`src/rtl/imm_pkg.sv`:
```
// Shared types and constants for the immediate generator: format codes,
// base-ISA opcodes and the output skid-buffer state encoding.
package imm_pkg;

    typedef enum logic [2:0] {
        FMT_R    = 3'd0,
        FMT_I    = 3'd1,
        FMT_S    = 3'd2,
        FMT_B    = 3'd3,
        FMT_U    = 3'd4,
        FMT_J    = 3'd5,
        FMT_C    = 3'd6,
        FMT_NONE = 3'd7
    } imm_fmt_e;

    typedef enum logic [1:0] {
        SKID_EMPTY = 2'd0,
        SKID_ONE   = 2'd1,
        SKID_TWO   = 2'd2
    } skid_state_e;

    localparam logic [6:0] OP_LOAD   = 7'b0000011;
    localparam logic [6:0] OP_IMM    = 7'b0010011;
    localparam logic [6:0] OP_IMM_32 = 7'b0011011;
    localparam logic [6:0] OP_JALR   = 7'b1100111;
    localparam logic [6:0] OP_SYSTEM = 7'b1110011;
    localparam logic [6:0] OP_STORE  = 7'b0100011;
    localparam logic [6:0] OP_BRANCH = 7'b1100011;
    localparam logic [6:0] OP_LUI    = 7'b0110111;
    localparam logic [6:0] OP_AUIPC  = 7'b0010111;
    localparam logic [6:0] OP_JAL    = 7'b1101111;
    localparam logic [6:0] OP_REG    = 7'b0110011;

    localparam int SKID_DEPTH = 2;

endpackage

```
`src/rtl/imm_gen_pipe_extract.sv`:
```
// Combinational immediate extraction (module imm_extract). Compressed
// instruction decoding is compiled in only when IMM_GEN_RVC_EN is defined.
module imm_extract
    import imm_pkg::*;
#(
    parameter int XLEN = 32
) (
    input  logic [31:0]     instruction,
    output logic [XLEN-1:0] imm,
    output imm_fmt_e        fmt,
    output logic            illegal,
    output logic            has_target
);

    localparam int SHAMT_W = (XLEN == 64) ? 6 : 5;

    logic [6:0]  opcode;
    logic [2:0]  funct3;
    logic [31:0] imm32;
    logic        use_shamt;

    assign opcode = instruction[6:0];
    assign funct3 = instruction[14:12];

    // imm32 is already sign-extended to 32 bits; widening to XLEN happens below.
    always_comb begin
        imm32      = '0;
        fmt        = FMT_NONE;
        illegal    = 1'b1;
        has_target = 1'b0;
        use_shamt  = 1'b0;
        if (instruction[1:0] == 2'b11) begin
            case (opcode)
                OP_LOAD, OP_IMM, OP_JALR, OP_SYSTEM: begin
                    imm32     = {{20{instruction[31]}}, instruction[31:20]};
                    fmt       = FMT_I;
                    illegal   = 1'b0;
                    use_shamt = (opcode == OP_IMM) && ((funct3 == 3'b001) || (funct3 == 3'b101));
                end
                OP_IMM_32: begin
                    if (XLEN == 64) begin
                        imm32   = {{20{instruction[31]}}, instruction[31:20]};
                        fmt     = FMT_I;
                        illegal = 1'b0;
                    end
                end
                OP_STORE: begin
                    imm32   = {{20{instruction[31]}}, instruction[31:25], instruction[11:7]};
                    fmt     = FMT_S;
                    illegal = 1'b0;
                end
                OP_BRANCH: begin
                    imm32      = {{19{instruction[31]}}, instruction[31], instruction[7],
                                  instruction[30:25], instruction[11:8], 1'b0};
                    fmt        = FMT_B;
                    illegal    = 1'b0;
                    has_target = 1'b1;
                end
                OP_LUI, OP_AUIPC: begin
                    imm32      = {instruction[31:12], 12'b0};
                    fmt        = FMT_U;
                    illegal    = 1'b0;
                    has_target = (opcode == OP_AUIPC);
                end
                OP_JAL: begin
                    imm32      = {{11{instruction[31]}}, instruction[31], instruction[19:12],
                                  instruction[20], instruction[30:21], 1'b0};
                    fmt        = FMT_J;
                    illegal    = 1'b0;
                    has_target = 1'b1;
                end
                OP_REG: begin
                    fmt     = FMT_R;
                    illegal = 1'b0;
                end
                default: ;
            endcase
        end else begin
`ifdef IMM_GEN_RVC_EN
            // Quadrant and funct3 select the compressed form; C.ADDI16SP shares
            // the C.LUI encoding with rd=x2 and is left illegal.
            case ({instruction[1:0], instruction[15:13]})
                5'b01_000, 5'b01_010: begin
                    imm32   = {{26{instruction[12]}}, instruction[12], instruction[6:2]};
                    fmt     = FMT_C;
                    illegal = 1'b0;
                end
                5'b01_011: begin
                    if (instruction[11:7] != 5'd2) begin
                        imm32   = {{14{instruction[12]}}, instruction[12], instruction[6:2], 12'b0};
                        fmt     = FMT_C;
                        illegal = 1'b0;
                    end
                end
                5'b00_010, 5'b00_110: begin
                    imm32   = {25'b0, instruction[5], instruction[12:10], instruction[6], 2'b0};
                    fmt     = FMT_C;
                    illegal = 1'b0;
                end
                5'b01_101: begin
                    imm32      = {{20{instruction[12]}}, instruction[12], instruction[8],
                                  instruction[10:9], instruction[6], instruction[7],
                                  instruction[2], instruction[11], instruction[5:3], 1'b0};
                    fmt        = FMT_C;
                    illegal    = 1'b0;
                    has_target = 1'b1;
                end
                5'b01_110, 5'b01_111: begin
                    imm32      = {{23{instruction[12]}}, instruction[12], instruction[6:5],
                                  instruction[2], instruction[11:10], instruction[4:3], 1'b0};
                    fmt        = FMT_C;
                    illegal    = 1'b0;
                    has_target = 1'b1;
                end
                default: ;
            endcase
`endif
        end
    end

    assign imm = use_shamt ? XLEN'(instruction[20 +: SHAMT_W]) : XLEN'($signed(imm32));

endmodule

```
`src/rtl/imm_gen_pipe.sv`:
```
// Immediate generator with PC-relative target adder behind a 2-entry output
// skid buffer. Define IMM_GEN_RVC_EN to decode 16-bit compressed instructions.
module imm_gen_pipe
    import imm_pkg::*;
#(
    parameter int XLEN = 32
) (
    input  logic            clk,
    input  logic            rst,
    input  logic            in_valid,
    output logic            in_ready,
    input  logic [31:0]     instruction,
    input  logic [XLEN-1:0] program_counter,
    output logic            out_valid,
    input  logic            out_ready,
    output logic [XLEN-1:0] imm,
    output logic [2:0]      imm_fmt,
    output logic [XLEN-1:0] target,
    output logic            illegal
);

    typedef struct packed {
        logic [XLEN-1:0] imm;
        logic [XLEN-1:0] target;
        imm_fmt_e        fmt;
        logic            illegal;
    } entry_t;

    logic [XLEN-1:0] ext_imm;
    logic [XLEN-1:0] ext_target;
    imm_fmt_e        ext_fmt;
    logic            ext_illegal;
    logic            ext_has_target;

    entry_t                new_entry;
    entry_t                entry_reg  [SKID_DEPTH];
    entry_t                entry_next [SKID_DEPTH];
    skid_state_e           state_reg;
    skid_state_e           state_next;
    logic                  push;
    logic                  pop;
    logic [SKID_DEPTH-1:0] load_new;
    logic [SKID_DEPTH-1:0] load_shift;

    imm_extract #(.XLEN(XLEN)) u_extract (
        .instruction (instruction),
        .imm         (ext_imm),
        .fmt         (ext_fmt),
        .illegal     (ext_illegal),
        .has_target  (ext_has_target)
    );

    // Wraps modulo 2^XLEN by construction of the adder width.
    assign ext_target = ext_has_target ? (program_counter + ext_imm) : '0;
    assign new_entry  = '{imm: ext_imm, target: ext_target, fmt: ext_fmt, illegal: ext_illegal};

    assign push = in_valid & in_ready;
    assign pop  = out_valid & out_ready;

    // Entry 0 is always the head; entry 1 only fills when the head is stalled.
    always_comb begin
        state_next = state_reg;
        load_new   = '0;
        load_shift = '0;
        case (state_reg)
            SKID_EMPTY: begin
                if (push) begin
                    state_next  = SKID_ONE;
                    load_new[0] = 1'b1;
                end
            end
            SKID_ONE: begin
                if (push && pop) begin
                    load_new[0] = 1'b1;
                end else if (push) begin
                    state_next  = SKID_TWO;
                    load_new[1] = 1'b1;
                end else if (pop) begin
                    state_next = SKID_EMPTY;
                end
            end
            SKID_TWO: begin
                if (pop) begin
                    state_next    = SKID_ONE;
                    load_shift[0] = 1'b1;
                end
            end
            default: state_next = SKID_EMPTY;
        endcase
    end

    for (genvar gi = 0; gi < SKID_DEPTH; gi++) begin : g_entry
        assign entry_next[gi] = load_new[gi]   ? new_entry :
                                load_shift[gi] ? entry_reg[(gi + 1) % SKID_DEPTH] :
                                                 entry_reg[gi];
    end

    always_ff @(posedge clk) begin
        if (rst) begin
            state_reg <= SKID_EMPTY;
            for (int i = 0; i < SKID_DEPTH; i++) begin
                entry_reg[i] <= '0;
            end
        end else begin
            state_reg <= state_next;
            for (int i = 0; i < SKID_DEPTH; i++) begin
                entry_reg[i] <= entry_next[i];
            end
        end
    end

    // Handshake and data are forced low while rst is asserted, even before the first edge.
    assign in_ready  = ~rst & (state_reg != SKID_TWO);
    assign out_valid = ~rst & (state_reg != SKID_EMPTY);
    assign imm       = rst ? '0 : entry_reg[0].imm;
    assign target    = rst ? '0 : entry_reg[0].target;
    assign imm_fmt   = rst ? 3'd0 : entry_reg[0].fmt;
    assign illegal   = ~rst & entry_reg[0].illegal;

endmodule

```
`config.mk`:
```
export PLATFORM = sky130hd
export DESIGN_NAME = imm_gen_pipe
export DESIGN_NICKNAME = d
export VERILOG_FILES = /design/src/rtl/imm_pkg.sv /design/src/rtl/imm_gen_pipe_extract.sv /design/src/rtl/imm_gen_pipe.sv
export SDC_FILE = /design/constraint.sdc
export NUM_CORES = 1
export LEC_CHECK = 0
export BUFFER_PORTS_ARGS = -buffer_cell sky130_fd_sc_hd__buf_2
export CAP_MARGIN = 30
export CORE_ASPECT_RATIO = 0.6
export CORE_MARGIN = 5
export CORE_UTILIZATION = 35
export DETAILED_ROUTE_END_ITERATION = 12
export PLACE_DENSITY = 0.5
export SLEW_MARGIN = 30
export SYNTH_ARGS = -nofsm -noshare
export SYNTH_HDL_FRONTEND = slang
export SYNTH_SLANG_ARGS = --single-unit
```
`constraint.sdc`:
```
create_clock -name clk -period 7.8 [get_ports clk]
set_input_delay 2.34 -clock clk [delete_from_list [all_inputs] [get_ports clk]]
set_output_delay 2.34 -clock clk [all_outputs]
set_load 0.01 [all_outputs]
```
Yosys cells after proc, flatten, opt, wreduce, memory -nomap -nowiden
Memories as Yosys holds them, arrays and structs flattened.
Index checks and enable logic that the tools add are counted.
- memories kept: 1
- input port bits: 68
- register bits: 2
- output and inout bits: 70
- memory bits (writable): 136
- memories (memory ; depth ; width ; read ports ; clocked after Yosys merged registers in ; wr ports ; RTL line ; source):
    entry_reg ; 2 ; 68 ; 2 ; 0 ; 2 ; imm_gen_pipe.sv:36 ; entry_t entry_reg [SKID_DEPTH];
- mux-type cells: 36
- equality and inequality tests: 20
- $add $sub $neg: 1
- reductions and logical operators: 10
- bitwise operators: 8
- operators by type and width (kind ; count):
    $mux W68 ; 5
    $mux W32 ; 5
    $pmux W32 S5 ; 1
    $add A32 B32 Y32 ; 1
    $eq A7 B7 Y1 const B ; 4
    $eq A7 B6 Y1 const B ; 3
    $pmux W3 S6 ; 1
    $eq A7 B5 Y1 const B ; 2
    $mux W1 ; 14
    $mux W2 ; 5
    $reduce_or A10 Y1 ; 1
    $ne A2 B2 Y1 const B ; 4
    $eq A7 B2 Y1 const B ; 1
    $mux W3 ; 2
    $pmux W2 S3 ; 1
    $and A1 B1 Y1 ; 5
    $eq A2 B2 Y1 const B ; 2
    $pmux W1 S2 ; 2
    $reduce_and A4 Y1 ; 1
    $reduce_or A2 Y1 ; 2
    $reduce_or A4 Y1 ; 1
    $eq A3 B1 Y1 const B ; 1
    $eq A3 B3 Y1 const B ; 1
    $ne A3 B3 Y1 const B ; 1
    other kinds (7) ; 9

Depth between registers and ports, before layout
- depth in word-level cells: 10
- mapped depth: 18

Cells and area by module
A second synthesis with hierarchy kept.
- cells, all modules: 1031
- area total of the unflattened synthesis: 8267.9 µm²
- modules (own cells, without submodules) (module ; area each (µm²) ; cells each ; instances):
    imm_gen_pipe ; 7498.4 ; 909 ; 1
    imm_extract ; 769.5 ; 122 ; 1

Least setup slack after synthesis
No wires, ideal clock.
- path type: input port to output port
- from: input rst
- to: output in_ready
- path buffers: 4
- path slack: 1.878 ns
- data arrival time: 3.582 ns
- cell stages on the path: 5
- cell sequence: clkbuf_1 -> clkbuf_1 -> buf_1 -> buf_1 -> nor2_1
- word-level cells in the longest chain between the ends: 2
- RTL lines (what ; RTL line ; source):
    start, declared ; imm_gen_pipe.sv:9 ; input logic rst,
    $not A1 Y1 ; imm_gen_pipe.sv:113 ; assign in_ready = ~rst & (state_reg != SKID_TWO);
    $and A1 B1 Y1 ; imm_gen_pipe.sv:113 ;
    end, declared ; imm_gen_pipe.sv:11 ; output logic in_ready,
No other way between the ends.

==> PnR_summary.wiki <==
{| class="wikitable"
! Metric !! Value
|-
| Hold Fails Final Rpt || 0
|-
| Antenna violations before repair || 0
|-
| Power per Cell Area || 185 nW/um^2
|-
| Row count || 43
|-
| Commonest cells after routing, fill and taps aside || sky130_fd_sc_hd__nand2_1 (192), sky130_fd_sc_hd__dfxtp_1 (138), sky130_fd_sc_hd__buf_2 (136)
|-
| Portion of the post-synthesis area used by sequential elements || 0.341
|-
| Post-CTS resize count || 0
|-
| Static leakage || around 3.9 nW
|-
| Worst-margin pin slew || 0.927 ns
|-
| Max_cap viols || 0
|-
| Bufs on Longest Clock Path || 2
|-
| Total power of the final layout || between 1.5 and 2 mW
|-
| DP Worst Slack || 1.10 ns
|-
| Hold WS || 0.444 ns
|-
| Global router's overall resource usage || 0.202
|-
| Post-route fraction of the period consumed by the critical path || 0.811
|-
| Count of cells along the worst hold path || 2
|-
| I/O Pins || 138
|-
| Hold WC Path Type || reg -> reg
|-
| Max transition margin || 0.379
|-
| Setup crit start kind || input port
|-
| Final antenna-violating net count || 0
|-
| Cell repeated most along the worst path || sky130_fd_sc_hd__nor2b_1
|-
| Outcome || finished, final reports clean
|-
| Final GP Congestion || 0.922
|-
| First-pass GRT wire length || 41900 microns
|-
| Leading cell type in the layout, fill and taps excluded || sky130_fd_sc_hd__nand2_1
|-
| Total setup buffers inserted after CTS || 0
|-
| Number of search-and-repair iterations in the first detailed-routing pass || 5
|-
| Critical path's largest stage delay || 0.53 ns
|-
| Cells along the critical path || buf_2 > nor2b_1 > a2111oi_0 > or2_2 > nand2_1 > nor2b_1 > and2_1 > ha_1 > o21ai_0 > or2_0 > a21oi_1 > or3_1 > a31oi_2 > xor2_1 > nor2_1 > a221o_1
|-
| RSZ-0062 raised after global routing || no
|-
| Count of antenna diodes in the layout || 0
|-
| Worst-Skew Late Latency || 0.44 ns
|-
| Synthesized net count || ~1200
|-
| Clk_skew || slightly below 0.01 ns
|-
| TritonCTS clock tree || yes
|-
| Maximum fanout along the worst path || 21
|-
| Routed wire length || 26800 microns
|-
| Endpoint arrival time on the critical path || 6.64 ns
|-
| Count of unique library cells instantiated by Yosys || 71
|-
| Hold-fix buffers at CTS || 0
|-
| CTS clock-pin slew for the worst setup and hold paths || 0.07 ns
|-
| Worst-path cell with the longest stage delay || sky130_fd_sc_hd__a2111oi_0
|-
| Layout cells sized above 1 || 0.171
|-
| Fmax achieved || 158 MHz
|-
| Core region area || 23000 sq um
|-
| Final-report max-slew violation count || 0
|-
| Count of H-tree levels built during CTS || 4
|-
| Number of setup violations in the final report || 0
|-
| Die area || ~26000 sq um
|-
| Floorplan die width || between 200 and 250 microns
|-
| Dominant synthesized flop cell || sky130_fd_sc_hd__dfxtp_1
|-
| Category of the worst setup path capture point || flip-flop
|-
| Max FFs per register || ~140
|-
| Count of input and output buffers || approximately 140
|-
| Number of global-route vias before repair || 7378
|-
| Setup_tns || 0 ns
|-
| HPWL after detailed placement || 19600 microns
|-
| Yosys Warn Count || 0
|-
| Worst Reg-to-Reg Cells || 5
|-
| Detailed-route DRC error count || 0
|-
| Average size of a mapped cell || 7.31 sq um
|-
| Initial Util || 0.353
|-
| Initial DRC count || roughly 570
|-
| Root buffer selected by CTS || sky130_fd_sc_hd__clkbuf_16
|-
| Async set-reset flop share out of synthesis || 0
|-
| Largest net degree at the start of global routing || 83
|-
| Number of synthesized flops with an enable pin || 0
|-
| Num Clock Sinks || 138
|-
| Synthesized cell area || 8110 sq um
|-
| Final Net Count || 1301
|-
| Via density per instance || 5.22
|-
| Detailed-route wire length per cell || 17.5 microns
|-
| Clock buffers created by TritonCTS || 17
|-
| Global-route congestion overflow total || 0
|-
| Relative area change from synthesis to final layout || 18.5%
|-
| Flop and latch count out of synthesis || ~140
|-
| Register-to-register setup slack || 5.14 ns
|-
| Synth Instances || approximately 1100
|-
| Tmin final || 6.32 ns
|-
| Total number of vias || 7971
|-
| Final setup slack of the worst path || 1.48 ns
|-
| Vertical die dimension || 128 microns
|-
| WP data required || 8.12 ns
|-
| VDD IR-drop max || 154 uV
|-
| Setup Crit Path Kind || in -> reg
|}
-- cell usage after synthesis, types with 21 or more instances --
library cell,count,area (sq um)
sky130_fd_sc_hd__o21ai_0,43,215
sky130_fd_sc_hd__nand3_1,38,190
sky130_fd_sc_hd__dfxtp_1,138,2760
sky130_fd_sc_hd__nor2_1,113,424
sky130_fd_sc_hd__a31oi_1,39,244
sky130_fd_sc_hd__ha_1,32,400
sky130_fd_sc_hd__inv_1,21,78.8
sky130_fd_sc_hd__nor3_1,24,120
sky130_fd_sc_hd__nand2_1,193,724
sky130_fd_sc_hd__a21oi_1,120,601
sky130_fd_sc_hd__nor2b_1,80,500
sky130_fd_sc_hd__clkbuf_1,64,240
-- critical path, delay by kind of cell --
| kind | cells | cell delay, ns |
|---|---|---|
| simple gates | 8 | 2.00 |
| compound gates | 5 | 1.55 |
| fa+ha+maj | 1 | 0.27 |
| buf+inv | 1 | 0.25 |
| xor+xnor | 1 | 0.22 |
-- metrics by stage --
stage | instance area (sq um) | instances | util
after floorplan | 8110 | 1109 | -
after global placement | 9000 | 1495 | 0.392
after detailed placement | 9000 | 1495 | 0.392
after CTS | 9580 | 1527 | 0.417
after global routing | 9610 | 1528 | 0.418
final | 9610 | 1528 | 0.418
-- final timing paths --
kind                                 startpoint                             to
setup reg to reg      state_reg[1]$_SDFFE_PP0P_   entry_reg[0][3]$_SDFFE_PP0P_
hold reg to reg   entry_reg[0][91]$_SDFFE_PP0P_  entry_reg[0][91]$_SDFFE_PP0P_
hold / removal    entry_reg[0][91]$_SDFFE_PP0P_  entry_reg[0][91]$_SDFFE_PP0P_
setup / recovery                 instruction[2]  entry_reg[0][26]$_SDFFE_PP0P_
-- area by class of cell --
class / count / area [sq um]
timing repair buffer: 149 / 811
fill: 2443 / 13400
inverter: 21 / 78.8
multi-input combinational: 873 / 4990
clock inverter: 14 / 138
tap: 315 / 394
sequential: 138 / 2760
clock buffer: 18 / 439
-- report_power, final --
group / leakage (nW) / switching (mW) / internal, mW
combinational: 2.49 / 0.150 / 0.0835
sequential: 1.12 / 0.00591 / 0.734
clock: 0.272 / 0.346 / 0.454
-- metal layers --
layer	track usage	up-vias	wire length (microns)
met2	0.293	199	11300
met5	0	-	0
met3	0.0442	18	1570
met4	0.0379	0	235
li1	-	4060	-
met1	0.309	3694	13700
-- logic make-up after synthesis --
family | count (synthesis) | synth area share
AOI/OAI and AO/OA | 306 | 0.237
xor gates and xnor gates | 29 | 0.0313
adders and majority gates | 33 | 0.0518
buffers and inverters | 98 | 0.0470
DFF | 138 | 0.341
muxes | 6 | 0.00787
and+or+nand+nor | 499 | 0.284
(Power assumes the default switching activity.)
